File: src/rtl/bus_pkg.sv
// Shared types for the bus memory responder: FSM states, latched request record
// and the wait-state counter width.
package bus_pkg;

  localparam int CNT_W        = 4;
  localparam int REQ_ADDR_MAX = 32;
  localparam int REQ_DATA_MAX = 64;

  typedef enum logic [1:0] {
    IDLE,
    WAIT,
    RESP
  } bus_state_t;

  // Sized for the widest supported bus; the top truncates back to its own widths.
  typedef struct packed {
    logic                    we;
    logic [REQ_ADDR_MAX-1:0] addr;
    logic [REQ_DATA_MAX-1:0] wdata;
  } bus_req_t;

endpackage

File: src/rtl/bus_ram_array.sv
// Synchronous single-port RAM with read-first behaviour and registered read data.
// Contents are not reset.
module bus_ram_array #(
  parameter int DEPTH  = 256,
  parameter int DATA_W = 8,
  parameter int IDX_W  = $clog2(DEPTH)
) (
  input  logic              clk,
  input  logic              we,
  input  logic [IDX_W-1:0]  addr,
  input  logic [DATA_W-1:0] wdata,
  output logic [DATA_W-1:0] rdata
);

  logic [DATA_W-1:0] mem [DEPTH];

  always_ff @(posedge clk) begin
    if (we) mem[addr] <= wdata;
    rdata <= mem[addr];
  end

endmodule

File: src/rtl/bus_mem_responder.sv
// Bus target in front of on-chip RAM: accepts one request, waits WAIT_CYCLES, responds.
// Define BUS_MEM_ADDR_CHECK_EN to flag out-of-range addresses instead of aliasing them.
module bus_mem_responder
  import bus_pkg::*;
#(
  parameter int ADDR_W      = 16,
  parameter int DATA_W      = 8,
  parameter int DEPTH       = 256,
  parameter int WAIT_CYCLES = 2
) (
  input  logic              clk,
  input  logic              r,
  input  logic              req_valid,
  output logic              req_ready,
  input  logic              req_we,
  input  logic [ADDR_W-1:0] req_addr,
  input  logic [DATA_W-1:0] req_wdata,
  output logic              rsp_valid,
  input  logic              rsp_ready,
  output logic [DATA_W-1:0] rsp_rdata,
  output logic              rsp_err
);

  localparam int IDX_W = $clog2(DEPTH);

  bus_state_t        state_q, state_d;
  bus_req_t          req_q;
  logic [CNT_W-1:0]  cnt_q;
  logic              accept, access, acc_we, acc_err, ram_we;
  logic [IDX_W-1:0]  ram_addr;
  logic [DATA_W-1:0] ram_wdata, ram_rdata;

  assign accept = (state_q == IDLE) && req_valid;
  assign access = (accept && (WAIT_CYCLES == 0)) ||
                  ((state_q == WAIT) && (cnt_q == CNT_W'(1)));

  // In IDLE the zero-wait access uses the live request; otherwise the latched one.
  assign acc_we    = (state_q == IDLE) ? req_we : req_q.we;
  assign ram_addr  = (state_q == IDLE) ? IDX_W'(req_addr) : IDX_W'(req_q.addr);
  assign ram_wdata = (state_q == IDLE) ? req_wdata : DATA_W'(req_q.wdata);
  assign ram_we    = r && access && acc_we && !acc_err;

`ifdef BUS_MEM_ADDR_CHECK_EN
  localparam int AW1 = ADDR_W + 1;
  logic err_q, err_in;
  assign err_in = {1'b0, req_addr} >= AW1'(DEPTH);
  always_ff @(posedge clk) begin
    if (!r)          err_q <= 1'b0;
    else if (accept) err_q <= err_in;
  end
  assign acc_err = (state_q == IDLE) ? err_in : err_q;
  assign rsp_err = (state_q == RESP) && err_q;
`else
  assign acc_err = 1'b0;
  assign rsp_err = 1'b0;
`endif

  // The RAM output register is re-read from the held address, so it stays stable in RESP.
  assign rsp_rdata = ((state_q == RESP) && !req_q.we && !rsp_err) ? ram_rdata : '0;

  bus_ram_array #(
    .DEPTH (DEPTH),
    .DATA_W(DATA_W),
    .IDX_W (IDX_W)
  ) u_ram (
    .clk  (clk),
    .we   (ram_we),
    .addr (ram_addr),
    .wdata(ram_wdata),
    .rdata(ram_rdata)
  );

  always_ff @(posedge clk) begin
    if (!r) begin
      state_q <= IDLE;
      cnt_q   <= '0;
      req_q   <= '0;
    end else begin
      state_q <= state_d;
      if (accept) begin
        cnt_q <= CNT_W'(WAIT_CYCLES);
        req_q <= '{we: req_we, addr: REQ_ADDR_MAX'(req_addr), wdata: REQ_DATA_MAX'(req_wdata)};
      end else if (state_q == WAIT) begin
        cnt_q <= cnt_q - CNT_W'(1);
      end
    end
  end

  always_comb begin
    state_d   = state_q;
    req_ready = 1'b0;
    rsp_valid = 1'b0;
    case (state_q)
      IDLE: begin
        req_ready = 1'b1;
        if (req_valid) state_d = (WAIT_CYCLES == 0) ? RESP : WAIT;
      end
      WAIT: if (cnt_q == CNT_W'(1)) state_d = RESP;
      RESP: begin
        rsp_valid = 1'b1;
        if (rsp_ready) state_d = IDLE;
      end
      default: state_d = IDLE;
    endcase
  end

endmodule

File: config.mk
export PLATFORM = sky130hd
export DESIGN_NAME = bus_mem_responder
export DESIGN_NICKNAME = d
export VERILOG_FILES = /design/src/rtl/bus_pkg.sv /design/src/rtl/bus_ram_array.sv /design/src/rtl/bus_mem_responder.sv
export SDC_FILE = /design/constraint.sdc
export NUM_CORES = 2
export LEC_CHECK = 0
export ABC_AREA = 1
export BUFFER_PORTS_ARGS = -buffer_cell sky130_fd_sc_hd__buf_2
export CAP_MARGIN = 20
export CORE_AREA = 8 8 545 547
export CTS_BUF_LIST = sky130_fd_sc_hd__clkbuf_4 sky130_fd_sc_hd__clkbuf_8
export DETAILED_ROUTE_END_ITERATION = 10
export DIE_AREA = 0 0 553 555
export PLACE_DENSITY = 0.49
export SETUP_SLACK_MARGIN = 0.02
export SYNTH_ARGS = -nofsm -noshare
export SYNTH_HDL_FRONTEND = slang
export SYNTH_HIERARCHICAL = 1
export SYNTH_SLANG_ARGS = --single-unit
File: constraint.sdc
create_clock -name clk -period 30.1 [get_ports clk]
set_input_delay 1.505 -clock clk [delete_from_list [all_inputs] [get_ports clk]]
set_output_delay 1.505 -clock clk [all_outputs]
set_load 0.03 [all_outputs]
## Word-level counts from Yosys, hierarchy flattened

Memory sizes are Yosys's and may differ from the RTL's. A register that Yosys moved wholly into a read port is not among the register bits.
Index checks and enable logic that the tools add are counted.

| word-level totals | value |
|---|---|
| word-level logic and storage cells | 39 |
| ROM bits | 0 |
| register bits | 23 |
| memories | 1 |
| bits in writable memories | 2048 |
| bits in latches | 0 |
| input bits | 29 |
| output and inout bits | 11 |

| operators by class | value |
|---|---|
| divide/modulo/power cells | 0 |
| mux-type cells | 14 |
| shifts and indexed selects | 0 |
| equality and inequality tests | 6 |
| bitwise gates (word level) | 1 |
| $mul | 0 |
| reductions and logical operators | 10 |
| add/subtract/negate cells | 1 |
| order comparisons | 0 |

Memories:

| memory | depth | width | rd ports | clocked after Yosys merged registers in | wr ports | line | source |
|---|---|---|---|---|---|---|---|
| u_ram.mem | 256 | 8 | 1 | 1 | 1 | bus_ram_array.sv:15 | `logic [DATA_W-1:0] mem [DEPTH];` |

Operator list:

| kind | count |
|---|---|
| $mux W8 | 3 |
| $mux W2 | 5 |
| $pmux W2 S3 | 1 |
| $logic_and A1 B1 Y1 | 5 |
| $mux W1 | 5 |
| $eq A4 B1 Y1 const B | 1 |
| $ne A2 B2 Y1 const B | 2 |
| $sub A4 B1 Y4 const B | 1 |
| $reduce_and A3 Y1 | 1 |
| $eq A2 B1 Y1 const B | 1 |
| $eq A2 B2 Y1 const B | 1 |
| $logic_not A2 Y1 | 1 |
| $ne A2 B1 Y1 const B | 1 |
| $reduce_bool A2 Y1 | 1 |
| $reduce_or A2 Y1 | 1 |
| $logic_not A1 Y1 | 1 |
| $not A1 Y1 | 1 |

## Longest topological paths before layout

| logic depth | value |
|---|---|
| word-level depth | 6 |
| gate-level depth with buffers | 19 |
| gate-level depth less buffers | 16 |

## Modules after synthesis

The synthesis kept the hierarchy.

Modules (own cells, without submodules):

| module | instances | cells an instance | area each (µm²) | sequential area each (µm²) |
|---|---|---|---|---|
| bus_ram_array | 1 | 8021 | 84856.4 | 61659.1 |
| bus_mem_responder | 1 | 180 | 1196.1 | 460.4 |

## Least setup slack after synthesis

OpenSTA, ideal clock, no wires.

| timing | value |
|---|---|
| path type | reg2reg |
| from | register state_q[1] |
| to | memory u_ram.mem[0][0], data pin |
| clock period less this slack | 12828 ps |
| library setup time | 2189 ps |
| path buffers | 1 |
| data arrival time | 10639 ps |
| required time | 27911 ps |
| slack | 17272 ps |
| stages on the path, launching flop included | 4 |
| cell sequence | dfxtp_1 nor2_4 buf_2 o21ai_0 |

| on the way | value |
|---|---|
| longest elaborated chain between the ends | 2 |

Ends and longest elaborated chain:

| item | line | source |
|---|---|---|
| start: declaration | bus_mem_responder.sv:26 | `bus_state_t state_q, state_d;` |
| start signal: assignment | bus_mem_responder.sv:79 | `state_q <= state_d;` |
| $logic_not A2 Y1 | bus_mem_responder.sv:40 | `assign ram_wdata = (state_q == IDLE) ? req_wdata : DATA_W'(req_q.wdata);` |
| $mux W8 | bus_mem_responder.sv:40 |  |
| named net ram_wdata[0] | bus_mem_responder.sv:31 | `logic [DATA_W-1:0] ram_wdata, ram_rdata;` |
| end: declaration | bus_ram_array.sv:15 |  |

The timed path passes the listed nets, and every way through them passes these cells.

## Worst setup path in the final report

| timing | value |
|---|---|
| from | register state_q[1] |
| to | register u_ram.rdata[6] (read register of u_ram.mem) |

| on the way | value |
|---|---|
| longest elaborated chain between the ends | 2 |

Ends and longest elaborated chain:

| item | line | source |
|---|---|---|
| $logic_not A2 Y1 | bus_mem_responder.sv:39 | `assign ram_addr = (state_q == IDLE) ? IDX_W'(req_addr) : IDX_W'(req_q.addr);` |
| $mux W8 | bus_mem_responder.sv:39 |  |
| named net ram_addr[0] | bus_mem_responder.sv:30 | `logic [IDX_W-1:0] ram_addr;` |
| end: declaration | bus_ram_array.sv:12 | `output logic [DATA_W-1:0] rdata` |

The timed path passes the listed nets, and every way through them passes these cells.
A chain may end at the register's enable or synchronous reset.

==> metrics <==
status completed; cts repair resizes 0; die area 307000 um^2; first-pass GRT wire length 359000 um; Yosys cell types 26; Sink Count 2079; area taken by multi-input logic gates 21900 um^2; Hold Crit Class flop to flop; worst r2r dst u_ram/rdata[6]$_DFF_P_; share of cells above drive strength 1 0.0823; Max VDD drop 0.0479 mV; multiplexer area fraction after synthesis 0; reg2reg path depth 21; critical-path cell list nor2_4 > buf_4 > nand2_1 > o21ai_4 > buf_4 > buf_4 > buf_4 > buf_4 > buf_4 > nand2_1 > nand2_1 > nand2_1 > nand2_1 > nand2_1 > nand2_1 > o21ai_1 > nand2_1 > nor2_1 > nor2_1 > nor2_1 > nand2_1; XOR/XNOR Fraction of Synth Area 0; Rows 198; Mapped Nets 8232; Nets ~8300; largest net degree at the start of global routing 178; CTS Hold Bufs 0; syn avg cell area between 10 and 15 um^2; CP Class flop to flop; Max Freq 0.157 GHz; clk slew on worst S/H paths 0.06 ns; number of synthesized flops with an enable pin around 2000; CP Depth 21; via count 56200; async set or reset register ratio after synthesis 0; Synth area leaders edfxtp_1 (71%), nand2_1 (21%), nor2_1 (1.7%); post-synthesis cell count between 8000 and 9000; Total GRT Usage 0.153; CP peak stage delay 0.79 ns; worst skew pair latency 1.06 ns; GP Congestion 0.850; CTS tree done; initial antenna violation count 5; crit end category flop; Via-to-Cell Ratio 4.56; CP max-delay cell buf_4; area fraction in compound gates after synthesis 0.0135; placed cell area ~90000 um^2; final worst path period share 0.212; Final Skew just under 0.08 ns; CP Launch Type flop; RR Startpoint state_q[1]$_SDFFE_PN0P_; RSZ-0062 raised after global routing no; minimum clock period 6.39 ns; Num CTS Buffers between 300 and 400; Leakage 37.8 nW; final setup vio count 0; Die Span X ~550 um; fillers roughly 29000; crit path max fanout slightly above 80; main combinational cell family by area after synthesis simple AND/OR/NAND/NOR gates; non-filler instance count after layout roughly 12000; Root Buffer Master clkbuf_8; FF/Latch Area a little over 60000 um^2; HPWL after DPL 131000 um; Die Span Y 555 um; crit-path leading delay family buffers and inverters; max-slew violations 0; wire length per cell 19.6 um; Initial Utilization 0.298; Worst Path Required 31.05 ns; max-cap violations 0; H-tree depth 5; # Post-CTS Setup Buffers 0; most instantiated library cell after synthesis nand2_1; worst-margin pin slew about 1.1 ns; synthesized area 86100 um^2; GR Overflow Total 0; vias in the first global route between 50000 and 60000; area leader, netlist edfxtp_1; DRT antenna net count 0; post-route cell area 96700 um^2; top cell type's share of synthesized area 0.715; Bufs and invs on worst path 6; Starting DRT DRC Count 4972; Post-Synth Adder-Cell Area 0.000291; final number of hold-violating endpoints 0; CP Capture Point u_ram/rdata[6]$_DFF_P_; IO Count 40; final sum of negative setup slack 0 ns; Core Region roughly 290000 um^2; Simple-Gate Fraction of Synth Area 0.239; arrival time worst endpoint 7.33 ns; Top cell by count, worst path nand2_1; commonest register cell after synthesis edfxtp_1; Slew HR 0.236; Yosys Warn Count 6; Area Overhead vs Synth 12.4%; synthesized flop and latch total 2079; Reg2Reg Setup Slack 23.71 ns; DR pass1 iterations 6; CTS max path bufs 4; sequential fraction of the synthesis area 0.722; DP Cell Count about 12000; top cells by count, synth nand2_1 (4795), edfxtp_1 (2048), nor2_1 (379); Crit. Startpoint state_q[1]$_SDFFE_PN0P_; IO buf count 30; PwrDens 65.5 nW/um^2; Post-Route WL 242000 um; DRC violations left 0
==> metrics by stage <==
step / setup slack [ns] / power [mW] / hold WS, ns / utilization
after global routing: 23.32 / 6.61 / 0.490 / 0.335
after floorplan: 17.27 / 3.77 / 0.431 / -
after detailed placement: 23.11 / 3.98 / 0.463 / 0.312
final: 23.71 / 6.34 / 0.467 / 0.335
after CTS: 23.68 / 6.42 / 0.472 / 0.335
after global placement: 23.10 / 3.97 / 0.449 / 0.312
==> layout by cell type, fill, tap and decap left out, drive strengths merged <==
| cell type | instances |
|---|---|
| inv | 74 |
| nand4 | 2 |
| clkinvlp | 3 |
| nand2 | 4798 |
| a21oi | 34 |
| or2 | 1 |
| nand3 | 206 |
| dfxtp | 31 |
| clkinv | 107 |
| nor2 | 382 |
| o21ai | 196 |
| conb | 1 |
| diode | 3 |
| edfxtp | 2048 |
| o31ai | 1 |
| ha | 2 |
| bufinv | 3 |
| clkbuf | 507 |
| buf | 124 |
==> how the worst min path moves through the flow <==
stage	from	end	slack, ns	cells past startpoint
after floorplan	req_q[2]$_SDFFE_PN0P_	req_q[2]$_SDFFE_PN0P_	0.43	2
after global placement	req_q[71]$_SDFFE_PN0P_	req_q[71]$_SDFFE_PN0P_	0.45	2
after detailed placement	req_q[69]$_SDFFE_PN0P_	req_q[69]$_SDFFE_PN0P_	0.46	2
after CTS	req_q[69]$_SDFFE_PN0P_	req_q[69]$_SDFFE_PN0P_	0.47	2
after global routing	req_q[71]$_SDFFE_PN0P_	req_q[71]$_SDFFE_PN0P_	0.49	2
final	req_q[66]$_SDFFE_PN0P_	req_q[66]$_SDFFE_PN0P_	0.47	2
==> layout make-up <==
cell class / count / area share
Sequential cell: 2079 / 0.642
Multi-Input combinational cell: 5623 / 0.227
Clock buffer: 506 / 0.0633
Tap cell: 3800 / 0.0491
Timing Repair Buffer: 125 / 0.0101
Clock inverter: 114 / 0.00565
Inverter: 73 / 0.00321
Antenna cell: 3 / 0.0000776
==> where the power goes <==
part / internal, mW / switching, mW / leakage (nW)
registers: 3.24 / 0.00181 / 18.8
clock network: 1.32 / 1.11 / 3.55
logic: 0.139 / 0.534 / 15.5
total: 4.70 / 1.64 / 37.8
==> layer usage <==
layer	global-route usage	part of all wire
met2	0.256	0.47
met5	0	0
met1	0.199	0.44
met3	0.0307	0.060
met4	0.0517	0.031
==> state kept, by name, summed over array words and instances, names as in the netlist <==
signal / cells
cnt_q: 4
state_q: 2
u_ram/mem: 2048
u_ram/rdata: 8
req_q: 17
==> logic make-up (layout without fill, tap and decap cells) <==
| group | count (synthesis) | after routing |
|---|---|---|
| AO/OA/AOI/OAI | 231 | 231 |
| adder cells (fa/ha/maj) | 2 | 2 |
| AND/OR/NAND/NOR | 5389 | 5389 |
| buffers and inverters | 499 | 818 |
| flip-flops | 2079 | 2079 |
| other | 1 | 4 |
==> worst register-to-register path, stage by stage (launching register included) <==
cell,delay [ns]
dfxtp_1,0.37
nor2_4,0.11
buf_4,0.44
nand2_1,0.20
o21ai_4,0.09
buf_4,0.66
buf_4,0.73
buf_4,0.60
buf_4,0.78
buf_4,0.79
nand2_1,0.18
nand2_1,0.11
nand2_1,0.05
nand2_1,0.14
nand2_1,0.06
nand2_1,0.07
o21ai_1,0.14
nand2_1,0.37
nor2_1,0.11
nor2_1,0.10
nor2_1,0.06
nand2_1,0.14
Note: power is estimated with default switching activity, not from simulation.
